### src/rtl/seq101_stream_tx.sv
// seq101_stream_tx: MSB-first serializer feeding a "101" Mealy detector, with a golden detector copy
// Ports:
//   clk, aresetn        rising-edge clock, asynchronous active-low reset
//   in_valid/in_ready   word handshake, in_data (W bits) sampled on transfer
//   x, x_valid, busy    registered serial bit, data-bit flag, word-in-flight flag
//   z_exp, det_count    expected Mealy detector output for current x, saturating pulse count
// Optional: define SEQ101_TX_PARITY_EN to append an even-parity bit after every word.
module seq101_stream_tx #(
  parameter int W  = 8,
  parameter int CW = 8
) (
  input  logic          clk,
  input  logic          aresetn,
  input  logic          in_valid,
  output logic          in_ready,
  input  logic [W-1:0]  in_data,
  output logic          x,
  output logic          x_valid,
  output logic          busy,
  output logic          z_exp,
  output logic [CW-1:0] det_count
);
`ifdef SEQ101_TX_PARITY_EN
  localparam int NB = W + 1;
`else
  localparam int NB = W;
`endif
  localparam int BW = $clog2(NB);
  typedef enum logic [1:0] {S0, S1, S10} st_t;
  logic          x_q, x_d, xv_q, xv_d, busy_q, busy_d, last, xfer;
  logic [BW-1:0] cnt_q, cnt_d;
  logic [NB-1:0] sh_q, sh_d, frame;
  logic [CW-1:0] det_q, det_d;
  st_t           st_q, st_d;
`ifdef SEQ101_TX_PARITY_EN
  assign frame = {in_data, ^in_data};
`else
  assign frame = in_data;
`endif
  // last bit of the frame is on x: a new word may be accepted now for a gapless stream
  assign last     = busy_q && (cnt_q == BW'(NB - 1));
  assign in_ready = aresetn & (!busy_q | last);
  assign xfer     = in_valid & in_ready;
  assign x        = x_q;
  assign x_valid  = xv_q;
  assign busy     = busy_q;
  assign z_exp    = (st_q == S10) & x_q;
  assign det_count = det_q;
  always_comb begin
    x_d    = xfer ? frame[NB-1] : (busy_q && !last) ? sh_q[NB-1] : 1'b0;
    xv_d   = xfer | (busy_q & !last);
    busy_d = xfer | (busy_q & !last);
    cnt_d  = (busy_q && !last && !xfer) ? cnt_q + 1'b1 : '0;
    // shift register holds the bits still to be sent, next one at the MSB
    sh_d   = xfer ? frame << 1 : sh_q << 1;
    st_d   = x_q ? S1 : (st_q == S1) ? S10 : S0;
    det_d  = (z_exp && det_q != '1) ? det_q + 1'b1 : det_q;
  end
  always_ff @(posedge clk or negedge aresetn) begin
    if (!aresetn) begin
      x_q    <= 1'b0;
      xv_q   <= 1'b0;
      busy_q <= 1'b0;
      cnt_q  <= '0;
      sh_q   <= '0;
      st_q   <= S0;
      det_q  <= '0;
    end else begin
      x_q    <= x_d;
      xv_q   <= xv_d;
      busy_q <= busy_d;
      cnt_q  <= cnt_d;
      sh_q   <= sh_d;
      st_q   <= st_d;
      det_q  <= det_d;
    end
  end
endmodule

### config.mk
export PLATFORM = sky130hd
export DESIGN_NAME = seq101_stream_tx
export DESIGN_NICKNAME = d
export VERILOG_FILES = /design/src/rtl/seq101_stream_tx.sv
export SDC_FILE = /design/constraint.sdc
export NUM_CORES = 1
export LEC_CHECK = 0
export BUFFER_PORTS_ARGS = -buffer_cell sky130_fd_sc_hd__clkbuf_2
export CAP_MARGIN = 20
export CORE_UTILIZATION = 25
export CTS_CLUSTER_DIAMETER = 150
export DETAILED_ROUTE_END_ITERATION = 10
export PLACE_DENSITY_LB_ADDON = 0.25
export SLEW_MARGIN = 10
export SYNTH_ARGS = -nofsm -noshare
export SYNTH_HDL_FRONTEND = slang
export SYNTH_SLANG_ARGS = --single-unit
### constraint.sdc
create_clock -name clk -period 1.5 [get_ports clk]
set_input_delay 0.075 -clock clk [delete_from_list [all_inputs] [get_ports clk]]
set_output_delay 0.075 -clock clk [all_outputs]
set_load 0.05 [all_outputs]
== Yosys cells after proc, flatten, opt, wreduce, memory -nomap -nowiden ==
Cells that the tools add are included.

* Flip-flop bits (word level): 23
* Bits of input ports: 11
* Output and inout bits: 13
* Word-level logic and storage cells: 31

* $add $sub $neg: 2
* Equality and inequality tests: 4
* Muxes and demuxes: 6
* Bitwise gates (word level): 6
* Reductions and logical operators: 7

{| class="wikitable"
|+ Operator list
! operator !! count
|-
| adder 8 x 1 -> 8 bit, second input constant || 1
|-
| two-way mux 8 bit || 1
|-
| != test 8 bit, second input constant || 1
|-
| AND 1 bit || 4
|-
| logical AND 1 bit || 4
|-
| two-way mux 2 bit || 2
|-
| adder 3 x 1 -> 3 bit, second input constant || 1
|-
| == test 3 bit, second input constant || 1
|-
| zero test 1 bit || 3
|-
| two-way mux 3 bit || 1
|-
| == test 2 x 1 -> 1 bit, second input constant || 1
|-
| == test 2 bit, second input constant || 1
|-
| two-way mux 1 bit || 2
|-
| bitwise OR 1 bit || 2
|}

== Longest topological paths before layout ==
Gate-level depths: netlist of run 1.

* Depth in word-level cells: 8
* Gate-level depth with buffers: 6
* Mapped depth without buffers: 6

== Worst setup path before layout of run 1 ==
No wires, ideal clock.

* Path kind: reg2reg
* From: reg det_q[0] (netlist: det_count[0])
* To: reg det_q[1] (netlist: det_count[1])
* Setup time: 0.128 ns
* Arrival: 1.624 ns
* Data required time: 1.372 ns
* Setup slack: -0.251 ns
* Stages on the path, launching flop included: 5
* Buffers on the path: 0
* Period minus slack after synthesis: 1.751 ns
* Cell sequence: dfrtp_1 -> ha_1 -> nand3_1 -> o21ai_2 -> mux2_1

* Longest elaborated chain between the ends: 2
* Elaborated cells between the ends (all ways): 3
* Those cells by class: add/sub: 1; eq/ne: 1; reduce/logical: 1

{| class="wikitable"
|+ RTL lines
! item !! RTL line !! RTL
|-
| from (decl) || 33 || <nowiki>logic [CW-1:0] det_q, det_d;</nowiki>
|-
| from (signal assigned) || 75 || <nowiki>det_q <= det_d;</nowiki>
|-
| parallel branches: the longest is 2 deep, another holds adder 8 x 1 -> 8 bit || -- ||
|}

Parallel ways; which one is timed is not known.
A chain may end at the register's enable or synchronous reset.

== Worst setup path after layout of run 1 ==
* From: reg cnt_q[0]
* To: reg sh_q[6]

* Longest elaborated chain between the ends: 6

{| class="wikitable"
|+ RTL lines
! item !! RTL line !! RTL
|-
| from (decl) || 31 || <nowiki>logic [BW-1:0] cnt_q, cnt_d;</nowiki>
|-
| from (signal assigned) || 72 || <nowiki>cnt_q <= cnt_d;</nowiki>
|-
| == test 3 bit || 41 || <nowiki>assign last = busy_q && (cnt_q == BW'(NB - 1));</nowiki>
|-
| logical AND 1 bit || 41 ||
|-
| bitwise OR 1 bit || 42 || <nowiki>assign in_ready = aresetn & (!busy_q | last);</nowiki>
|-
| AND 1 bit || 42 ||
|-
| AND 1 bit || 43 || <nowiki>assign xfer = in_valid & in_ready;</nowiki>
|-
| two-way mux 8 bit || 55 || <nowiki>sh_d = xfer ? frame << 1 : sh_q << 1;</nowiki>
|-
| named net sh_d[6] || 32 || <nowiki>logic [NB-1:0] sh_q, sh_d, frame;</nowiki>
|-
| to (signal assigned) || 65 || <nowiki>sh_q <= '0;</nowiki>
|-
| to (signal assigned) || 73 || <nowiki>sh_q <= sh_d;</nowiki>
|-
| to (decl) || 32 ||
|}

The timed path passes the listed nets, and every way through them passes these cells.

==> flow_metrics.tcl, run 1 <==
set metrics [dict create \
    comb_power_share 0.391 \
    wl_per_cell_um 11.8 \
    max_slew.worst_pin.slew_ns 0.283 \
    viasPerCell 4.25 \
    first_global_vias 693 \
    antennaDiodeCount 0 \
    hpwl_um 1330 \
    yosysWarnings 0 \
    p_sw_mw 0.770 \
    vias 651 \
    grt_max_degree 23 \
    synth.distinct_cells 31 \
    r2r-end "sh_q[6]$_DFF_PN0_" \
    synth_compound_area_frac 0.0477 \
    finalCritPeriodShare 1.03 \
    slew_headroom 0.811 \
    r2r-start "cnt_q[0]$_DFF_PN0_" \
    crit_arrival_ns 1.69 \
    drive_above_1_share 0.514 \
    pre_cts_ws_ns -0.0280 \
    worst-r2r-setup-slack_ns -0.05 \
    crit_fanout 7 \
    hold_viol_final 0 \
    synth_xor_xnor_area_share 0.0271 \
    reg2regPathDepth 6 \
    clk_pin_slew_worst_paths_ns 0.08 \
    min_to "sh_q[7]$_DFF_PN0_" \
    synth_top_family_by_area "simple AND/OR/NAND/NOR gates" \
    ant_nets 0 \
    whs_path_depth 2 \
    synth_top_area_frac 0.567 \
    h-tree-depth 1 \
    syn_nets 87 \
    synth.ff_latch_count 22 \
    area_growth_pct 36.0 \
    min_from "in_data[6]" \
    fmax_ghz 0.647 \
    cts_buffer_depth 2 \
    numCtsBuffers 3 \
    hold_ws_ns 0.0392 \
    antenna_found_initial 0 \
    drv_cap 0 \
    hold_class "in2reg" \
    setup_slack_ns -0.0457 \
    dr.pass1.iters 4 \
    violations "negative setup slack" \
    drt_iter0_drc 25 \
    seq_area_frac_synth 0.567 \
    start_util 0.263 \
    synth_simple_gate_area_frac 0.195 \
    path_class "reg2reg" \
    die_w_um 64.3 \
    finClkSkew_ns 0.00497 \
    synth_top_area_cell "dfrtp_1" \
    internal_power_mw 1.29 \
    fin_cells 153 \
    fp.dieH_um 64.3 \
    syn_area_um2 971 \
    avgSynthCellArea_um2 13.3 \
    setup_tns_ns -0.269 \
    cts_tree "built" \
    cts_root_buf "clkbuf_8" \
    cp_data_required_time_ns 1.65 \
    seqPwrFrac 0.426 \
    layout_commonest_cell "clkbuf_2" \
    power_frac_clock 0.183 \
    fin_crit_ns 1.55 \
    layout_common_cells "22 x clkbuf_2, 18 x dfrtp_1, 6 x mux2_4" \
    core_area_mm2 0.00369 \
    drc 0 \
    worst_skew_pair.late_latency_ns 0.26 \
    start_kind "register" \
    yosys-mux-area-fraction 0.104 \
    switching_share 0.373 \
    grt_pass1_wl_um 3040 \
    syn_inst 73 \
    boundaryPins 24 \
    endpoint_kind "register" \
    io_buffers 23 \
    rows 22 \
    synth_fa_ha_area_frac 0.0387 \
    synth_area_leaders "dfrtp_1 57%, mux2_1 8.1%, ha_1 3.9%" \
    die-area_mm2 0.00414 \
    rsz0062_at_grt "true" \
    wl_um 1810 \
    track_usage 0.0963 \
    setup_violations 7 \
    peakVddDrop_mv 0.756 \
    gp_congestion 0.709 \
    status "finished with violations" \
    cts.sinks 22 \
    maxSlewViolCount 0 \
    nNetsFinal 120 \
    placedCellCount 146 \
    leakage_nw 0.671 \
    overflow 0 \
    power_density_mw_per_mm2 1560 \
]
layout make-up:
type / instances / area [um2]
clock buffers: 4 / 45.0
well taps: 48 / 60.1
fillers: 406 / 2370
multi-input cells: 48 / 457
repair buffers: 29 / 183
flip-flops and latches: 22 / 556
inverters: 2 / 20.0
timing repair:
action,4_1_cts,5_1_grt
hold buffers,1,0
hold endpoints to repair,22,0
setup endpoints to repair,7,7
setup buffers,0,2
gates resized for setup,3,0
critical path: stages, from the launching register on:
cell      delay (ns)
dfrtp_1         0.39
ha_2            0.19
ha_4            0.15
nand2b_4        0.13
and2_4          0.17
nand2_8         0.10
mux2_4          0.30
worst max-delay path by stage:
stage,startpoint,to,slack (ns),depth (start not counted)
floorplan,cnt_q[0]$_DFF_PN0_,sh_q[2]$_DFF_PN0_,-0.07,6
global placement,cnt_q[0]$_DFF_PN0_,sh_q[6]$_DFF_PN0_,0.004,6
detailed placement,cnt_q[0]$_DFF_PN0_,sh_q[7]$_DFF_PN0_,-0.03,6
CTS,cnt_q[0]$_DFF_PN0_,in_ready,-0.06,5
global route,cnt_q[0]$_DFF_PN0_,sh_q[6]$_DFF_PN0_,-0.09,6
finish,cnt_q[0]$_DFF_PN0_,sh_q[6]$_DFF_PN0_,-0.05,6
layer usage:
| layer | share of wire | vias up | wire length [um] | global-route usage |
|---|---|---|---|---|
| met1 | 0.46 | 309 | 833 | 0.115 |
| met3 | 0.070 | 0 | 126 | 0.0357 |
| met4 | 0 | 0 | 0 | 0.0250 |
| met2 | 0.47 | 24 | 847 | 0.162 |
| met5 | 0 | - | 0 | 0 |
| li1 | - | 318 | - | - |
stage by stage:
step           cell area [um2]  power, mW   util
6_report                  1320       2.06  0.358
5_1_grt                   1320       2.19  0.358
4_1_cts                   1310       2.09  0.354
3_5_place_dp              1230       1.66  0.333
3_3_place_gp              1230       1.64  0.333
2_1_floorplan             1040       1.46      -
flip-flops by register name (all words and copies together), names as in the netlist:
register	count
busy	1
cnt_q	3
det_count	8
sh_q	7
st_q	2
x	1
cells by family (layout without fill, tap and decap cells):
family	after synthesis	count (layout)
flops	22	22
compound gates	7	7
simple gates	26	26
buf+inv	3	35
fa+ha+maj	3	3
xor+xnor	3	3
mux	9	9
power groups by stage:
stage | Clock [mW] | Combinational [mW] | Sequential, mW
5_1_grt | 0.418 | 0.863 | 0.910
4_1_cts | 0.403 | 0.798 | 0.885
3_5_place_dp | 0 | 0.767 | 0.894
2_1_floorplan | 0 | 0.399 | 1.06
3_3_place_gp | 0 | 0.747 | 0.891
6_report | 0.378 | 0.807 | 0.880
cells in the mapped netlist:
library cell and count:
a21oi_1 2, a31oi_1 2, a32o_1 1, and2_1 2, and2_4 1, and3_1 1, buf_4 1, clkinv_4 1
dfrtp_1 22, ha_1 3, inv_1 1, mux2_1 7, mux2_2 2, nand2_1 4, nand2_4 1, nand2b_1 1
nand3_1 2, nand3b_4 1, nand4_2 1, nand4_4 1, nor2_1 5, nor2_2 1, nor2b_1 1, nor3_1 1
nor3b_1 1, nor4_1 1, nor4b_2 1, o21ai_0 1, o21ai_2 1, xnor2_1 1, xor2_1 2
(Power assumes the default switching activity.)
==> run 2: changes to the inputs <==
- clock period: 1.5 -> 1.74 ns (I/O delays scaled with it)
==> run 2 against run 1 <==
  * The run now ends clean
  * Global-route usage down 0.88 points
  * Worst setup slack better by 0.12 ns
  * Combinational power down 33%
  * Highest routed layer unchanged
  * Fmax down 7.0%
  * Total power down 21%
  * Critical path depth unchanged
  * Hold slack about the same
  * Sequential cell count unchanged
  * First-iteration DRC count up 20%
  * Clock skew up 0.0034 ns
  * Clock-buffer cell count unchanged
==> flow_metrics.tcl, run 2 (synthesis results as in run 1) <==
set metrics [dict create \
    boundaryPins 24 \
    h-tree-depth 1 \
    viasPerCell 4.22 \
    die-area_mm2 0.00414 \
    die_w_um 64.3 \
    layout_commonest_cell "clkbuf_2" \
    clk_pin_slew_worst_paths_ns 0.07 \
    overflow 0 \
    finalCritPeriodShare 0.955 \
    leakage_nw 0.634 \
    wl_per_cell_um 11.1 \
    hold_viol_final 0 \
    numCtsBuffers 3 \
    crit_fanout 7 \
    wl_um 1650 \
    max_slew.worst_pin.slew_ns 0.284 \
    hold_class "in2reg" \
    start_kind "register" \
    whs_path_depth 2 \
    dr.pass1.iters 4 \
    drv_cap 0 \
    worst_skew_pair.late_latency_ns 0.26 \
    first_global_vias 606 \
    slew_headroom 0.811 \
    power_density_mw_per_mm2 1340 \
    grt_pass1_wl_um 2760 \
    antennaDiodeCount 0 \
    cp_data_required_time_ns 1.88 \
    wl_met3_um 132 \
    largest_reg_flops 8 \
    grt_max_degree 23 \
    rows 22 \
    path_class "reg2reg" \
    drc 0 \
    fmax_ghz 0.602 \
    area_growth_pct 25.0 \
    drt_iter0_drc 30 \
    cts_buffer_depth 2 \
    endpoint_kind "register" \
    start_util 0.263 \
    status "finished, final reports clean" \
    cts_root_buf "clkbuf_8" \
    track_usage 0.0876 \
    setup_tns_ns 0 \
    fp.dieH_um 64.3 \
    gp_congestion 0.722 \
    drive_above_1_share 0.406 \
    hpwl_um 1270 \
    drt-met1-wl_um 833 \
    antenna_found_initial 0 \
    n_fill_cell 387 \
    peakVddDrop_mv 0.735 \
    hold_ws_ns 0.0390 \
    ant_nets 0 \
    core_area_mm2 0.00369 \
    rsz0062_at_grt "false" \
    nNetsFinal 116 \
    vias 629 \
    crit_arrival_ns 1.80 \
    top_layer_used "met3" \
    fin_crit_ns 1.66 \
    cts_tree "built" \
    reg2regPathDepth 6 \
    cts.sinks 22 \
    postCtsSetupBuffers 0 \
    io_buffers 23 \
    setup_violations 0 \
    layout_common_cells "22 x clkbuf_2, 20 x dfrtp_1, 7 x mux2_1" \
    maxSlewViolCount 0 \
    finClkSkew_ns 0.00842 \
    met2WireLength_um 687 \
]
## run 2: changes by cell type in the layout (fill, tap and decap cells not counted), sizes merged
cell	change
buf	-4
## run 2: critical path, stage by stage, from the launching register on
cell,delay (ns)
dfrtp_1,0.39
ha_1,0.20
ha_1,0.19
nand2b_4,0.15
and2_4,0.18
nand2_4,0.11
mux2_1,0.33
## run 2: final timing paths
kind	from	end	slack (ns)
setup / recovery	cnt_q[0]$_DFF_PN0_	sh_q[7]$_DFF_PN0_	0.08
setup reg to reg	cnt_q[0]$_DFF_PN0_	sh_q[7]$_DFF_PN0_	0.08
hold / removal	in_data[4]	sh_q[5]$_DFF_PN0_	0.04
hold reg to reg	cnt_q[0]$_DFF_PN0_	cnt_q[0]$_DFF_PN0_	0.44
max in group asynchronous	aresetn	det_count[0]$_DFFE_PN0P_	1.11
min in group asynchronous	aresetn	st_q[0]$_DFF_PN0_	0.39
## run 2: final cells by class
type                    instances  area (um2)  area share
inverters                       2        12.5      0.0103
flip-flops and latches         22         553       0.456
repair buffers                 25         135       0.111
clock buffers                   4        45.0      0.0371
multi-input cells              48         408       0.336
well taps                      48        60.1      0.0495
## run 2: power by group
| part | total, mW | switching, mW | internal (mW) | leakage [nW] |
|---|---|---|---|---|
| combinational | 0.544 | 0.353 | 0.191 | 0.323 |
| clock | 0.324 | 0.161 | 0.163 | 0.0228 |
| sequential | 0.762 | 0.110 | 0.652 | 0.289 |
## run 2: per-stage QoR
stage | std cells | power, mW | util | cell area, um2 | setup WS, ns
floorplan | 73 | 1.18 | - | 973 | 0.0343
global placement | 144 | 1.30 | 0.311 | 1150 | 0.0839
detailed placement | 144 | 1.30 | 0.311 | 1150 | 0.0338
CTS | 149 | 1.64 | 0.327 | 1210 | 0.0219
global route | 149 | 1.73 | 0.329 | 1210 | 0.0130
finish | 149 | 1.63 | 0.329 | 1210 | 0.0777
## run 2: per-layer routing
metal / vias up / global-route usage
li1: 312 / -
met2: 25 / 0.125
met3: 0 / 0.0482
met4: 0 / 0.00833
met1: 292 / 0.119
met5: - / 0
## run 2: repair_timing
item	4_1_cts	5_1_grt
pin swaps	0	0
endpoints found under the setup margin	1	7
gates resized for setup	1	1
hold buffers	1	0
endpoints found under the hold margin	22	0
